==> config.mk <==
export PLATFORM = sky130hd
export DESIGN_NAME = mult_div_unit_flat
export DESIGN_NICKNAME = d
export VERILOG_FILES = /design/src/rtl/mult_div_unit_if.sv /design/src/rtl/mult_div_unit.sv /design/src/flat_wrapper.sv
export SDC_FILE = /design/constraint.sdc
export NUM_CORES = 1
export LEC_CHECK = 0
export ABC_AREA = 0
export ABC_CLOCK_PERIOD_IN_PS = 10210
export BUFFER_PORTS_ARGS = -buffer_cell sky130_fd_sc_hd__buf_4
export CELL_PAD_IN_SITES_DETAIL_PLACEMENT = 0
export CELL_PAD_IN_SITES_GLOBAL_PLACEMENT = 2
export CORE_MARGIN = 2
export CORE_UTILIZATION = 38
export CTS_CLUSTER_SIZE = 16
export DETAILED_ROUTE_END_ITERATION = 10
export GPL_ROUTABILITY_DRIVEN = 0
export PLACE_DENSITY = 0.84
export SETUP_SLACK_MARGIN = 0.02
export SYNTH_ARGS = -nofsm -noshare
export SYNTH_HDL_FRONTEND = slang
export SYNTH_SLANG_ARGS = --single-unit
==> constraint.sdc <==
create_clock -name clk -period 10.21 [get_ports clk]
set_input_delay 0.5105 -clock clk [delete_from_list [all_inputs] [get_ports clk]]
set_output_delay 0.5105 -clock clk [all_outputs]
set_load 0.01 [all_outputs]
==> src/rtl/mult_div_unit_if.sv <==
`default_nettype none
// mult_div_unit_if: request/result bundle between a requester and mult_div_unit; rev 1.0
interface mult_div_unit_if;
  logic        start;
  logic [3:0]  ALU_Control;
  logic [31:0] A;
  logic [31:0] B;
  logic        busy;
  logic        done;
  logic [31:0] HI;
  logic [31:0] LO;

  modport master (
    output start, ALU_Control, A, B,
    input  busy, done, HI, LO
  );

  modport slave (
    input  start, ALU_Control, A, B,
    output busy, done, HI, LO
  );
endinterface
`default_nettype wire

==> src/rtl/mult_div_unit.sv <==
`default_nettype none
// mult_div_unit: 32-bit signed MULT (shift-add) / DIV (restoring), 32 iterations each; rev 1.0
// Define MULTDIV_SINGLE_CYCLE_MUL_EN to compute MULT combinationally with a one-cycle result.
module mult_div_unit (
  input  logic           clk,
  input  logic           reset_n,
  mult_div_unit_if.slave mdu
);

  localparam logic [3:0] OP_MULT = 4'b0101;
  localparam logic [3:0] OP_DIV  = 4'b1011;
  localparam logic [5:0] ITERS   = 6'd32;

  typedef enum logic [1:0] {
    S_IDLE = 2'd0,
    S_MUL  = 2'd1,
    S_DIV  = 2'd2,
    S_DONE = 2'd3
  } state_t;

  state_t      state_q;
  logic [5:0]  cnt_q;
  logic [63:0] work_q;
  logic [31:0] opnd_q;
  logic        sign_a_q;
  logic        sign_b_q;
  logic        busy_q;
  logic        done_q;
  logic [31:0] hi_q;
  logic [31:0] lo_q;
`ifdef MULTDIV_SINGLE_CYCLE_MUL_EN
  logic        pend_q;
  logic [63:0] prod_full_d;
`endif

  logic        is_mult_d;
  logic        is_div_d;
  logic        start_ok_d;
  logic [31:0] mag_a_d;
  logic [31:0] mag_b_d;

  assign is_mult_d  = (mdu.ALU_Control == OP_MULT);
  assign is_div_d   = (mdu.ALU_Control == OP_DIV);
  assign start_ok_d = mdu.start && (is_mult_d || is_div_d);
  assign mag_a_d    = mdu.A[31] ? (~mdu.A + 32'd1) : mdu.A;
  assign mag_b_d    = mdu.B[31] ? (~mdu.B + 32'd1) : mdu.B;

`ifdef MULTDIV_SINGLE_CYCLE_MUL_EN
  assign prod_full_d = {32'd0, mag_a_d} * {32'd0, mag_b_d};
`endif

  // MULT: multiplier sits in work_q[31:0], partial product accumulates in work_q[63:32].
  logic [32:0] mul_sum_d;
  logic [63:0] mul_step_d;
  assign mul_sum_d  = {1'b0, work_q[63:32]} + (work_q[0] ? {1'b0, opnd_q} : 33'd0);
  assign mul_step_d = {mul_sum_d, work_q[31:1]};

  // DIV: remainder in work_q[63:32], dividend shifts out of work_q[31:0] as quotient shifts in.
  logic [32:0] rem_sh_d;
  logic        rem_ge_d;
  logic [31:0] rem_sub_d;
  logic [63:0] div_step_d;
  assign rem_sh_d   = {work_q[63:32], work_q[31]};
  assign rem_ge_d   = (rem_sh_d >= {1'b0, opnd_q});
  assign rem_sub_d  = rem_sh_d[31:0] - opnd_q;
  assign div_step_d = {(rem_ge_d ? rem_sub_d : rem_sh_d[31:0]), work_q[30:0], rem_ge_d};

  logic        neg_res_d;
  logic [63:0] prod_fix_d;
  logic [31:0] quot_fix_d;
  logic [31:0] rem_fix_d;
  logic [31:0] a_orig_d;
  assign neg_res_d  = sign_a_q ^ sign_b_q;
  assign prod_fix_d = neg_res_d ? (~work_q + 64'd1) : work_q;
  assign quot_fix_d = neg_res_d ? (~work_q[31:0] + 32'd1) : work_q[31:0];
  assign rem_fix_d  = sign_a_q ? (~work_q[63:32] + 32'd1) : work_q[63:32];
  assign a_orig_d   = sign_a_q ? (~work_q[31:0] + 32'd1) : work_q[31:0];

  always_ff @(posedge clk) begin
    if (!reset_n) begin
      state_q  <= S_IDLE;
      cnt_q    <= '0;
      work_q   <= '0;
      opnd_q   <= '0;
      sign_a_q <= 1'b0;
      sign_b_q <= 1'b0;
      busy_q   <= 1'b0;
      done_q   <= 1'b0;
      hi_q     <= '0;
      lo_q     <= '0;
`ifdef MULTDIV_SINGLE_CYCLE_MUL_EN
      pend_q   <= 1'b0;
`endif
    end else begin
      done_q <= 1'b0;
      case (state_q)
        S_IDLE, S_DONE: begin
          state_q <= S_IDLE;
`ifdef MULTDIV_SINGLE_CYCLE_MUL_EN
          if (pend_q) begin
            pend_q  <= 1'b0;
            hi_q    <= prod_fix_d[63:32];
            lo_q    <= prod_fix_d[31:0];
            state_q <= S_DONE;
            done_q  <= 1'b1;
          end else
`endif
          if (start_ok_d) begin
            cnt_q    <= '0;
            sign_a_q <= mdu.A[31];
            sign_b_q <= mdu.B[31];
            if (is_div_d) begin
              work_q  <= {32'd0, mag_a_d};
              opnd_q  <= mag_b_d;
              state_q <= S_DIV;
              // A zero divisor finishes on the next edge, so it never reports busy.
              busy_q  <= (mag_b_d != 32'd0);
            end else begin
`ifdef MULTDIV_SINGLE_CYCLE_MUL_EN
              work_q  <= prod_full_d;
              opnd_q  <= mag_a_d;
              pend_q  <= 1'b1;
`else
              work_q  <= {32'd0, mag_b_d};
              opnd_q  <= mag_a_d;
              state_q <= S_MUL;
              busy_q  <= 1'b1;
`endif
            end
          end
        end

        S_MUL: begin
          if (cnt_q == ITERS) begin
            hi_q    <= prod_fix_d[63:32];
            lo_q    <= prod_fix_d[31:0];
            busy_q  <= 1'b0;
            done_q  <= 1'b1;
            state_q <= S_DONE;
          end else begin
            work_q <= mul_step_d;
            cnt_q  <= cnt_q + 6'd1;
          end
        end

        S_DIV: begin
          if (opnd_q == 32'd0) begin
            hi_q    <= a_orig_d;
            lo_q    <= 32'hFFFF_FFFF;
            busy_q  <= 1'b0;
            done_q  <= 1'b1;
            state_q <= S_DONE;
          end else if (cnt_q == ITERS) begin
            hi_q    <= rem_fix_d;
            lo_q    <= quot_fix_d;
            busy_q  <= 1'b0;
            done_q  <= 1'b1;
            state_q <= S_DONE;
          end else begin
            work_q <= div_step_d;
            cnt_q  <= cnt_q + 6'd1;
          end
        end

        default: begin
          state_q <= S_IDLE;
          busy_q  <= 1'b0;
        end
      endcase
    end
  end

  assign mdu.busy = busy_q;
  assign mdu.done = done_q;
  assign mdu.HI   = hi_q;
  assign mdu.LO   = lo_q;

endmodule
`default_nettype wire

==> src/flat_wrapper.sv <==
// flat-port wrapper written by rule: the top's interface ports become plain ports
module mult_div_unit_flat 
  (clk, reset_n, mdu_start, mdu_ALU_Control, mdu_A, mdu_B, mdu_busy, mdu_done, mdu_HI, mdu_LO);
  mult_div_unit_if mdu_i ();
  input  logic clk;
  input  logic reset_n;
  input wire logic [$bits(mdu_i.start)-1:0] mdu_start;
  input wire logic [$bits(mdu_i.ALU_Control)-1:0] mdu_ALU_Control;
  input wire logic [$bits(mdu_i.A)-1:0] mdu_A;
  input wire logic [$bits(mdu_i.B)-1:0] mdu_B;
  output wire logic [$bits(mdu_i.busy)-1:0] mdu_busy;
  output wire logic [$bits(mdu_i.done)-1:0] mdu_done;
  output wire logic [$bits(mdu_i.HI)-1:0] mdu_HI;
  output wire logic [$bits(mdu_i.LO)-1:0] mdu_LO;
  assign mdu_i.start = mdu_start;
  assign mdu_i.ALU_Control = mdu_ALU_Control;
  assign mdu_i.A = mdu_A;
  assign mdu_i.B = mdu_B;
  assign mdu_busy = mdu_i.busy;
  assign mdu_done = mdu_i.done;
  assign mdu_HI = mdu_i.HI;
  assign mdu_LO = mdu_i.LO;
  mult_div_unit u_core (.clk(clk), .reset_n(reset_n), .mdu(mdu_i));
endmodule
Word-level counts from Yosys, hierarchy flattened
Cells that the tools add are included.
Word-level totals
  bits of input ports: 71
  bits in latches: 0
  memory bits (read-only): 0
  flip-flop bits (word level): 172
  logic and storage cells: 88
  bits in writable memories: 0
  memories kept: 0
Operators by class
  divide/modulo/power cells: 0
  shifts and indexed selects: 0
  reductions and logical operators: 11
  muxes and demuxes: 40
  bitwise logic cells: 6
  eq/ne operators: 12
  $lt $le $gt $ge: 1
  multiply operators: 0
  add/subtract/negate cells: 8
Operators by type and width (count)
  $mux 32: 15
  $mux 64: 5
  $pmux 64 s3: 1
  $add 32x1->32 const B: 4
  $not 32->32: 4
  $pmux 32 s2: 2
  $add 64x1->64 const B: 1
  $not 64->64: 1
  $add 32x33->33: 1
  $ge 33x32->1: 1
  $logic_not 32->1: 1
  $reduce_bool 32->1: 1
  $sub 32x32->32: 1
  $mux 6: 3
  $pmux 6 s3: 1
  $mux 2: 4
  $add 6x1->6 const B: 1
  $eq 6x6->1 const B: 1
  $mux 1: 6
  $ne 2x2->1 const B: 3
  $pmux 2 s3: 1
  $eq 2x2->1 const B: 2
  $eq 4x3->1 const B: 1
  $eq 4x4->1 const B: 1
  14 further kinds: 16

Logic depth before layout (Yosys ltp)
Gate-level depths: netlist (run 1).
  depth in word-level cells: 7
  mapped depth: 14

Worst setup path after synthesis (run 1)
Ideal clock, no wire load.
  kind: input to register
  start point: input port mdu_B[13]
  end point: register u_core.busy_q, in the netlist u_core.mdu.busy
  library setup time: 132 ps
  data required time: 10078 ps
  setup slack: 6904 ps
  arrival: 3174 ps
  cell stages on the path: 9
  path through: or4_4 -> or4b_4 -> or4_4 -> o41ai_2 -> xor2_1 -> nor4b_1 -> nand4b_1 -> nor4_1 -> nor3_1
On the way
  word-level cells in the longest chain between the ends: 7
RTL lines
  from (decl): RTL line flat_wrapper.sv:10  | input wire logic [$bits(mdu_i.B)-1:0] mdu_B;
  $not 32->32: RTL line mult_div_unit.sv:46  | assign mag_b_d = mdu.B[31] ? (~mdu.B + 32'd1) : mdu.B;
  $add 32x1->32: RTL line mult_div_unit.sv:46
  $mux 32 (*): RTL line mult_div_unit.sv:46
  $reduce_bool 32->1 (*): RTL line mult_div_unit.sv:117  | busy_q <= (mag_b_d != 32'd0);
  $mux 1 (*): RTL line mult_div_unit.sv:112  | if (is_div_d) begin
  $mux 1 (*): RTL line mult_div_unit.sv:108  | if (start_ok_d) begin
  $pmux 1 s3 (*): RTL line mult_div_unit.sv:96  | case (state_q)
  to (signal assigned): RTL line mult_div_unit.sv:117
  to (decl): RTL line mult_div_unit.sv:27  | logic busy_q;
Every way passes the cells marked *; elsewhere a longest branch is shown, timed or not. The select of a mux whose other input is x is not followed.
A chain may end at the register's enable or synchronous reset.

Final worst setup path (run 1)
  start point: register u_core.work_q[0]
  end point: register u_core.work_q[60]
On the way
  word-level cells in the longest chain between the ends: 4
RTL lines
  from (decl): RTL line mult_div_unit.sv:23  | logic [63:0] work_q;
  from (signal assigned): RTL line mult_div_unit.sv:113  | work_q <= {32'd0, mag_a_d};
  from (signal assigned): RTL line mult_div_unit.sv:124  | work_q <= {32'd0, mag_b_d};
  from (signal assigned): RTL line mult_div_unit.sv:141  | work_q <= mul_step_d;
  $mux 32: RTL line mult_div_unit.sv:55  | assign mul_sum_d = {1'b0, work_q[63:32]} + (work_q[0] ? {1'b0, opnd_q} : 33'd0);
  $add 32x33->33: RTL line mult_div_unit.sv:55
  $mux 64: RTL line mult_div_unit.sv:134  | if (cnt_q == ITERS) begin
  $pmux 64 s3: RTL line mult_div_unit.sv:96
Every way passes these cells. The select of a mux whose other input is x is not followed.

==> flow_summary.json, run 1 <==
{
  "rsz0062_at_grt": "no",
  "dp_hpwl_mm": 48.42,
  "syn_to_final_growth_pct": 12.03,
  "detail_route.iter0.violations": 1597,
  "maxCapViolations": 0,
  "fillers": 4306,
  "cts_max_path_buffers": 2,
  "vias": 16970,
  "cts.sinks": 172,
  "critPathCaptureType": "flop",
  "synth_area_leaders": "dfxtp_1, xnor2_1, ha_1",
  "slowest_stage": "o41ai_1",
  "fin_nets": 2325,
  "place_ws_ns": 6.282,
  "cts.clk_slew.worst_paths_ns": 0.08,
  "postCtsSetupRepairBufs": 0,
  "worstPathMaxFanout": 31,
  "yosysTopAreaCell": "dfxtp_1",
  "die_w_um": 207.1,
  "drtPass1Iterations": 6,
  "use_met2_pct": 46.31,
  "synth.most_common_cell": "nand2_1",
  "grt_pass1_vias": 15820,
  "skew_ns": 0.01911,
  "finalSetupViolCount": 0,
  "antenna_found_initial": 0,
  "tightest_slew_ns": 1.144,
  "finalMaxSlewViolations": 0,
  "hp-class": "primary input to flop",
  "synth_edf_count": 0,
  "outcome": "complete, no violations",
  "diodes": 0,
  "synth_top_area_share_pct": 21.98,
  "syn-cell-area_um2": 15670,
  "final_antenna_net_count": 0,
  "die_area_um2": 42870,
  "met3_usage_pct": 3.184,
  "crit_start": "u_core.work_q[0]$_SDFFE_PN0P_",
  "cts_buffers": 17,
  "gr-max-usage-layer": "met2",
  "async_flop_share_pct": 0,
  "synth_seq_area_share_pct": 21.98,
  "postSynthCellCount": 2172,
  "overflow": 0,
  "syn_avg_cell_area_um2": 7.214,
  "ioPinCount": 137,
  "io_buffer_count": 136,
  "rows": 74,
  "synth-seq-cells": 172,
  "crit_family": "compound AO/OA/AOI/OAI gates",
  "hold_viol_final": 0,
  "p_leak_nw": 6.962,
  "cts_resized": 0,
  "cts_max_level": 4,
  "cp_cell_sequence": "inv_1, buf_4, nor2_1, ha_1, a211oi_1, nor2_1, o41ai_1, a31oi_1, a2111o_1, and3_1, a41o_1, a211o_1",
  "fin_crit_sh_pct": 37.75,
  "cp.required_ns": 10.57,
  "grt_pass1_wl_mm": 97.61,
  "synth_common_cells": "nand2_1, nor2_1, dfxtp_1, a21oi_1, clkbuf_1",
  "placed_cell_area_um2": 16960,
  "multi_input_area_um2": 11390,
  "wl_per_cell_um": 23.63,
  "clock_latency_ns": 0.46,
  "slowest_delay_ns": 0.51,
  "ys.flop_type": "dfxtp_1",
  "period_minus_slack_ns": 3.854,
  "final_cell_area_um2": 17550,
  "dieHeight_um": 207.1,
  "relSlewSlack_pct": 23.56,
  "worst_slack_ns": 6.356,
  "coreArea_um2": 40740,
  "drive_gt1_share_pct": 10.68,
  "irDropWorstVdd_uv": 81.98,
  "crit_top_cell": "nor2_1",
  "crit_buf_inv": 2,
  "initial_utilization_pct": 38.46,
  "path_class": "flop to flop",
  "grt_max_degree": 89,
  "yosysWarnings": 0,
  "timing.critical_path.arrival_ns": 4.21,
  "synth.net_count": 2318,
  "ys_types": 83,
  "cts_root_buffer": "clkbuf_16",
  "hp-start": "mdu_B[0]",
  "track_usage_pct": 28.92,
  "drc_errors": 0,
  "max_freq_mhz": 259.5,
  "seq_area_um2": 3445,
  "via_per_inst": 6.232,
  "tritoncts": "built",
  "start_kind": "flop",
  "rr_startpoint": "u_core.work_q[0]$_SDFFE_PN0P_",
  "power_density_nw_per_um2": 114.8,
  "finalWirelength_mm": 64.33,
  "finalSetupTns_ns": 0,
  "grt_util_met1_pct": 39.78,
  "holdBufCountCts": 0
}
==> final timing paths <==
kind / depth (start not counted) / slack [ns] / to
setup / recovery: 12 / 6.36 / u_core.work_q[60]$_SDFFE_PN0P_
hold / removal: 3 / 0.37 / u_core.opnd_q[0]$_SDFFE_PN0P_
setup reg to reg: 12 / 6.36 / u_core.work_q[60]$_SDFFE_PN0P_
hold reg to reg: 2 / 0.46 / u_core.mdu.HI[18]$_SDFFE_PN0P_
==> registers in the layout (all words and copies together), names as in the netlist <==
register         count
u_core.state_q       2
u_core.sign_b_q      1
u_core.opnd_q       32
u_core.cnt_q         6
u_core.work_q       64
u_core.mdu.LO       32
u_core.mdu.done      1
u_core.mdu.busy      1
u_core.mdu.HI       32
u_core.sign_a_q      1
==> per-stage QoR <==
stage	util [%]	hold slack (ns)	total power [W]	cells
2_1_floorplan	-	0.4446	0.001118	2172
3_3_place_gp	41.63	0.4436	0.001320	2692
3_5_place_dp	41.63	0.4511	0.001323	2692
4_1_cts	43.09	0.3530	0.002013	2723
5_1_grt	43.09	0.3691	0.002095	2723
6_report	43.09	0.3671	0.002015	2723
==> cell families after synthesis <==
| family | Yosys count | share of synthesized area, % |
|---|---|---|
| adder cells (fa/ha/maj) | 75 | 6.085 |
| flip-flops | 172 | 21.98 |
| XOR/XNOR | 204 | 11.40 |
| buffers and inverters | 237 | 5.678 |
| AND/OR/NAND/NOR | 727 | 22.16 |
| multiplexers | 31 | 2.092 |
| AO/OA/AOI/OAI | 726 | 30.61 |
==> cell type report <==
cell class | count | area share [%]
multi-input cells | 1763 | 64.89
clock inverters | 13 | 0.8909
well taps | 532 | 3.792
clock buffers | 18 | 2.502
repair buffers | 163 | 6.971
flip-flops and latches | 172 | 19.62
inverters | 62 | 1.333
==> layer usage <==
| layer | vias to the layer above | wire, um |
|---|---|---|
| met5 | - | 0 |
| met2 | 681 | 29270 |
| li1 | 8010 | - |
| met1 | 8159 | 29000 |
| met3 | 120 | 3816 |
| met4 | 0 | 2246 |
==> layout by cell type (no fill, tap or decap), types with 12 or more instances in the layout <==
cell         n
mux2i_1     26
or3_1       30
a221oi_1    14
nor2_1     209
ha_1        72
nor4_1      21
a21oi_1    168
o21ai_1     12
o31ai_1     34
nor2b_1     12
o41ai_1     14
nand2_1    227
o211ai_1    40
o21ai_0    149
nor3_1      40
xor2_1      88
or4_1       25
o22ai_1     18
and3_1      17
xnor2_1    115
a211oi_1    48
inv_1       59
a311oi_1    18
nand3_1     56
buf_4      163
a22oi_1     28
a31oi_1     34
dfxtp_1    171
a21o_1      42
clkbuf_16   17
nand2b_1    14
==> where the power goes <==
part           total [W]  switching [W]  internal [W]
Combinational   0.000596       0.000386      0.000209
Clock           0.000696       0.000323      0.000372
Sequential      0.000724      0.0000328      0.000691
Total            0.00202       0.000742       0.00127
==> worst min-delay path: cells and delay by family <==
family                 cells  cell delay [ns]
AOI/OAI and AO/OA          1             0.07
buffers and inverters      1             0.14
and+or+nand+nor            1             0.05
Note: power is estimated with default switching activity, not from simulation.
==> inputs of run 2 (changes only) <==
Settings changed: ABC_CLOCK_PERIOD_IN_PS 10210 to 4000, CORE_UTILIZATION 38 to 35, PLACE_DENSITY 0.84 to 0.78.
Clock period 10.21 ns to 4 ns, I/O delays scaled along.
==> run 2 against run 1 <==
  * Count of clock-buffer cells in the layout decreased by 1
  * Utilization decreased by 1.9 points
  * Total power increased to 2.6 times the previous value
  * Flip-flop and latch count unchanged
  * First-iteration DRC count decreased by 11%
  * Clock power increased to 2.7 times the previous value
  * Setup slack got worse by 6.0 ns
  * Hold slack got worse by 0.32 ns
  * Critical path depth decreased by 3
  * Global-route usage decreased by 0.27 points
  * Register-to-register slack got worse by 6.0 ns
  * Via count increased by 1.4%
  * Largest cell class unchanged
  * Largest power group is now the clock network
==> flow_summary.json, run 2 (same netlist as run 1, synthesis figures left out) <==
{
  "cts_max_level": 4,
  "fin_nets": 2396,
  "finalWirelength_mm": 68.27,
  "worst_slack_ns": 0.3654,
  "layout_commonest_cell": "buf_4",
  "track_usage_pct": 28.65,
  "cts.clk_slew.worst_paths_ns": 0.08,
  "dp_hpwl_mm": 53.05,
  "final_antenna_net_count": 0,
  "syn_to_final_growth_pct": 16.22,
  "crit_buf_inv": 0,
  "cp_cell_sequence": "or4_1, nor2_2, nand3_1, or3_1, or3_1, and3_1, o311ai_1, o21ai_0, o21ai_0",
  "irDropWorstVdd_uv": 345.5,
  "hold_viol_final": 0,
  "overflow": 0,
  "cts_buffers": 17,
  "relSlewSlack_pct": 42.27,
  "hold_end": "u_core.opnd_q[0]$_SDFFE_PN0P_",
  "rr_startpoint": "u_core.work_q[2]$_SDFFE_PN0P_",
  "start_kind": "flop",
  "worstReg2RegEnd": "u_core.mdu.HI[17]$_SDFFE_PN0P_",
  "cts_root_buffer": "clkbuf_16",
  "grt_max_degree": 65,
  "outcome": "complete, no violations",
  "maxCapViolations": 0,
  "drive_gt1_share_pct": 13.39,
  "coreArea_um2": 44220,
  "antenna_found_initial": 1,
  "hp-class": "primary input to flop",
  "largest-register": "u_core.work_q",
  "p_leak_nw": 7.359,
  "dieHeight_um": 215.6,
  "die_w_um": 215.6,
  "drc_errors": 0,
  "cp.required_ns": 4.41,
  "period_minus_slack_ns": 3.635,
  "finalSetupViolCount": 0,
  "finalMaxSlewViolations": 0,
  "worstPathMaxFanout": 10,
  "detail_route.iter0.violations": 1422,
  "crit_family": "simple AND/OR/NAND/NOR gates",
  "r2r_slack_ns": 0.37,
  "wl_per_cell_um": 23.90,
  "io_buffer_count": 136,
  "grt_pass1_wl_mm": 101.9,
  "via_per_inst": 6.028,
  "fin_hold_ws_ns": 0.04517,
  "finalSetupTns_ns": 0,
  "place_ws_ns": 0.3936,
  "max_freq_mhz": 275.1,
  "critPathCaptureType": "flop",
  "reg2reg_depth": 9,
  "tightest_slew_ns": 0.8627,
  "cts.sinks": 172,
  "mostFrequentLayoutCells": "buf_4, nand2_1, nor2_1, dfxtp_1, a21oi_1",
  "tritoncts": "built",
  "cts_resized": 0,
  "vias": 17220,
  "die_area_um2": 46480,
  "timing.critical_path.arrival_ns": 4.04,
  "rows": 77,
  "largest_reg_flops": 64,
  "initial_utilization_pct": 35.43,
  "clock_latency_ns": 0.49,
  "grt_pass1_vias": 16200,
  "power_density_nw_per_um2": 292.6,
  "postCtsSetupRepairBufs": 0,
  "slowest_delay_ns": 0.58,
  "path_class": "flop to flop",
  "slowest_stage": "or4_1",
  "skew_ns": 0.01637,
  "rsz0062_at_grt": "no",
  "fin_crit_sh_pct": 90.86,
  "ioPinCount": 137,
  "drtPass1Iterations": 7,
  "hp-start": "mdu_B[0]",
  "cts_max_path_buffers": 2,
  "holdBufCountCts": 0,
  "hold_depth": 3
}
[run 2: changes by cell type in the layout (fill, tap and decap cells not counted), moves of 2 or more]
cell and change:
clkinv_4 -3, inv_12 +2, nor4_2 -2, buf_4 +70, clkinv_8 +6, clkinvlp_4 -2, nor4_1 +2
[run 2: cell type report]
class	count	area (um2)
Fill cell	4730	26010
Antenna cell	1	2.502
Clock buffer	17	425.4
Clock inverter	15	217.7
Inverter	62	234.0
Sequential cell	172	3445
Multi-Input combinational cell	1763	11380
Timing Repair Buffer	234	1769
Tap cell	592	740.7
[run 2: worst max path at each step]
stage | from | end | slack [ns] | cells after the start
after detailed placement | u_core.work_q[2]$_SDFFE_PN0P_ | u_core.mdu.HI[17]$_SDFFE_PN0P_ | 0.39 | 9
after global placement | u_core.work_q[2]$_SDFFE_PN0P_ | u_core.mdu.HI[17]$_SDFFE_PN0P_ | 0.43 | 9
after CTS | u_core.work_q[2]$_SDFFE_PN0P_ | u_core.mdu.HI[17]$_SDFFE_PN0P_ | 0.37 | 9
final | u_core.work_q[2]$_SDFFE_PN0P_ | u_core.mdu.HI[17]$_SDFFE_PN0P_ | 0.37 | 9
after floorplan | u_core.work_q[0]$_SDFFE_PN0P_ | u_core.mdu.HI[22]$_SDFFE_PN0P_ | 0.80 | 12
after global routing | u_core.work_q[0]$_SDFFE_PN0P_ | u_core.work_q[60]$_SDFFE_PN0P_ | 0.14 | 12
[run 2: per-stage QoR]
| step | utilization (%) | cell area [um2] | instances | total power, W |
|---|---|---|---|---|
| final | 41.18 | 18210 | 2856 | 0.005328 |
| after global routing | 41.17 | 18210 | 2855 | 0.005555 |
| after CTS | 41.17 | 18210 | 2855 | 0.005335 |
| after detailed placement | 39.72 | 17560 | 2823 | 0.003476 |
| after global placement | 39.72 | 17560 | 2823 | 0.003471 |
| after floorplan | - | 15670 | 2172 | 0.002852 |
[run 2: per-layer routing]
layer  part of all wire, %  routed length [um]  track usage, %
met5                     0                   0               0
met4                   4.1                2803           12.44
met3                   5.7                3901           2.551
met2                    46               31400           46.30
met1                    44               30160           38.92
[run 2: worst reg2reg max path: stages (launching register included)]
cell and delay, ns:
dfxtp_1 0.42, or4_1 0.59, nor2_2 0.34, nand3_1 0.35, or3_1 0.48, or3_1 0.41, and3_1 0.21, o311ai_1 0.38
o21ai_0 0.21, o21ai_0 0.17
[run 2: power by group]
group | switching, W | internal, W
sequential | 0.0000508 | 0.00176
combinational | 0.00105 | 0.000599
clock | 0.000942 | 0.000920
total | 0.00205 | 0.00328
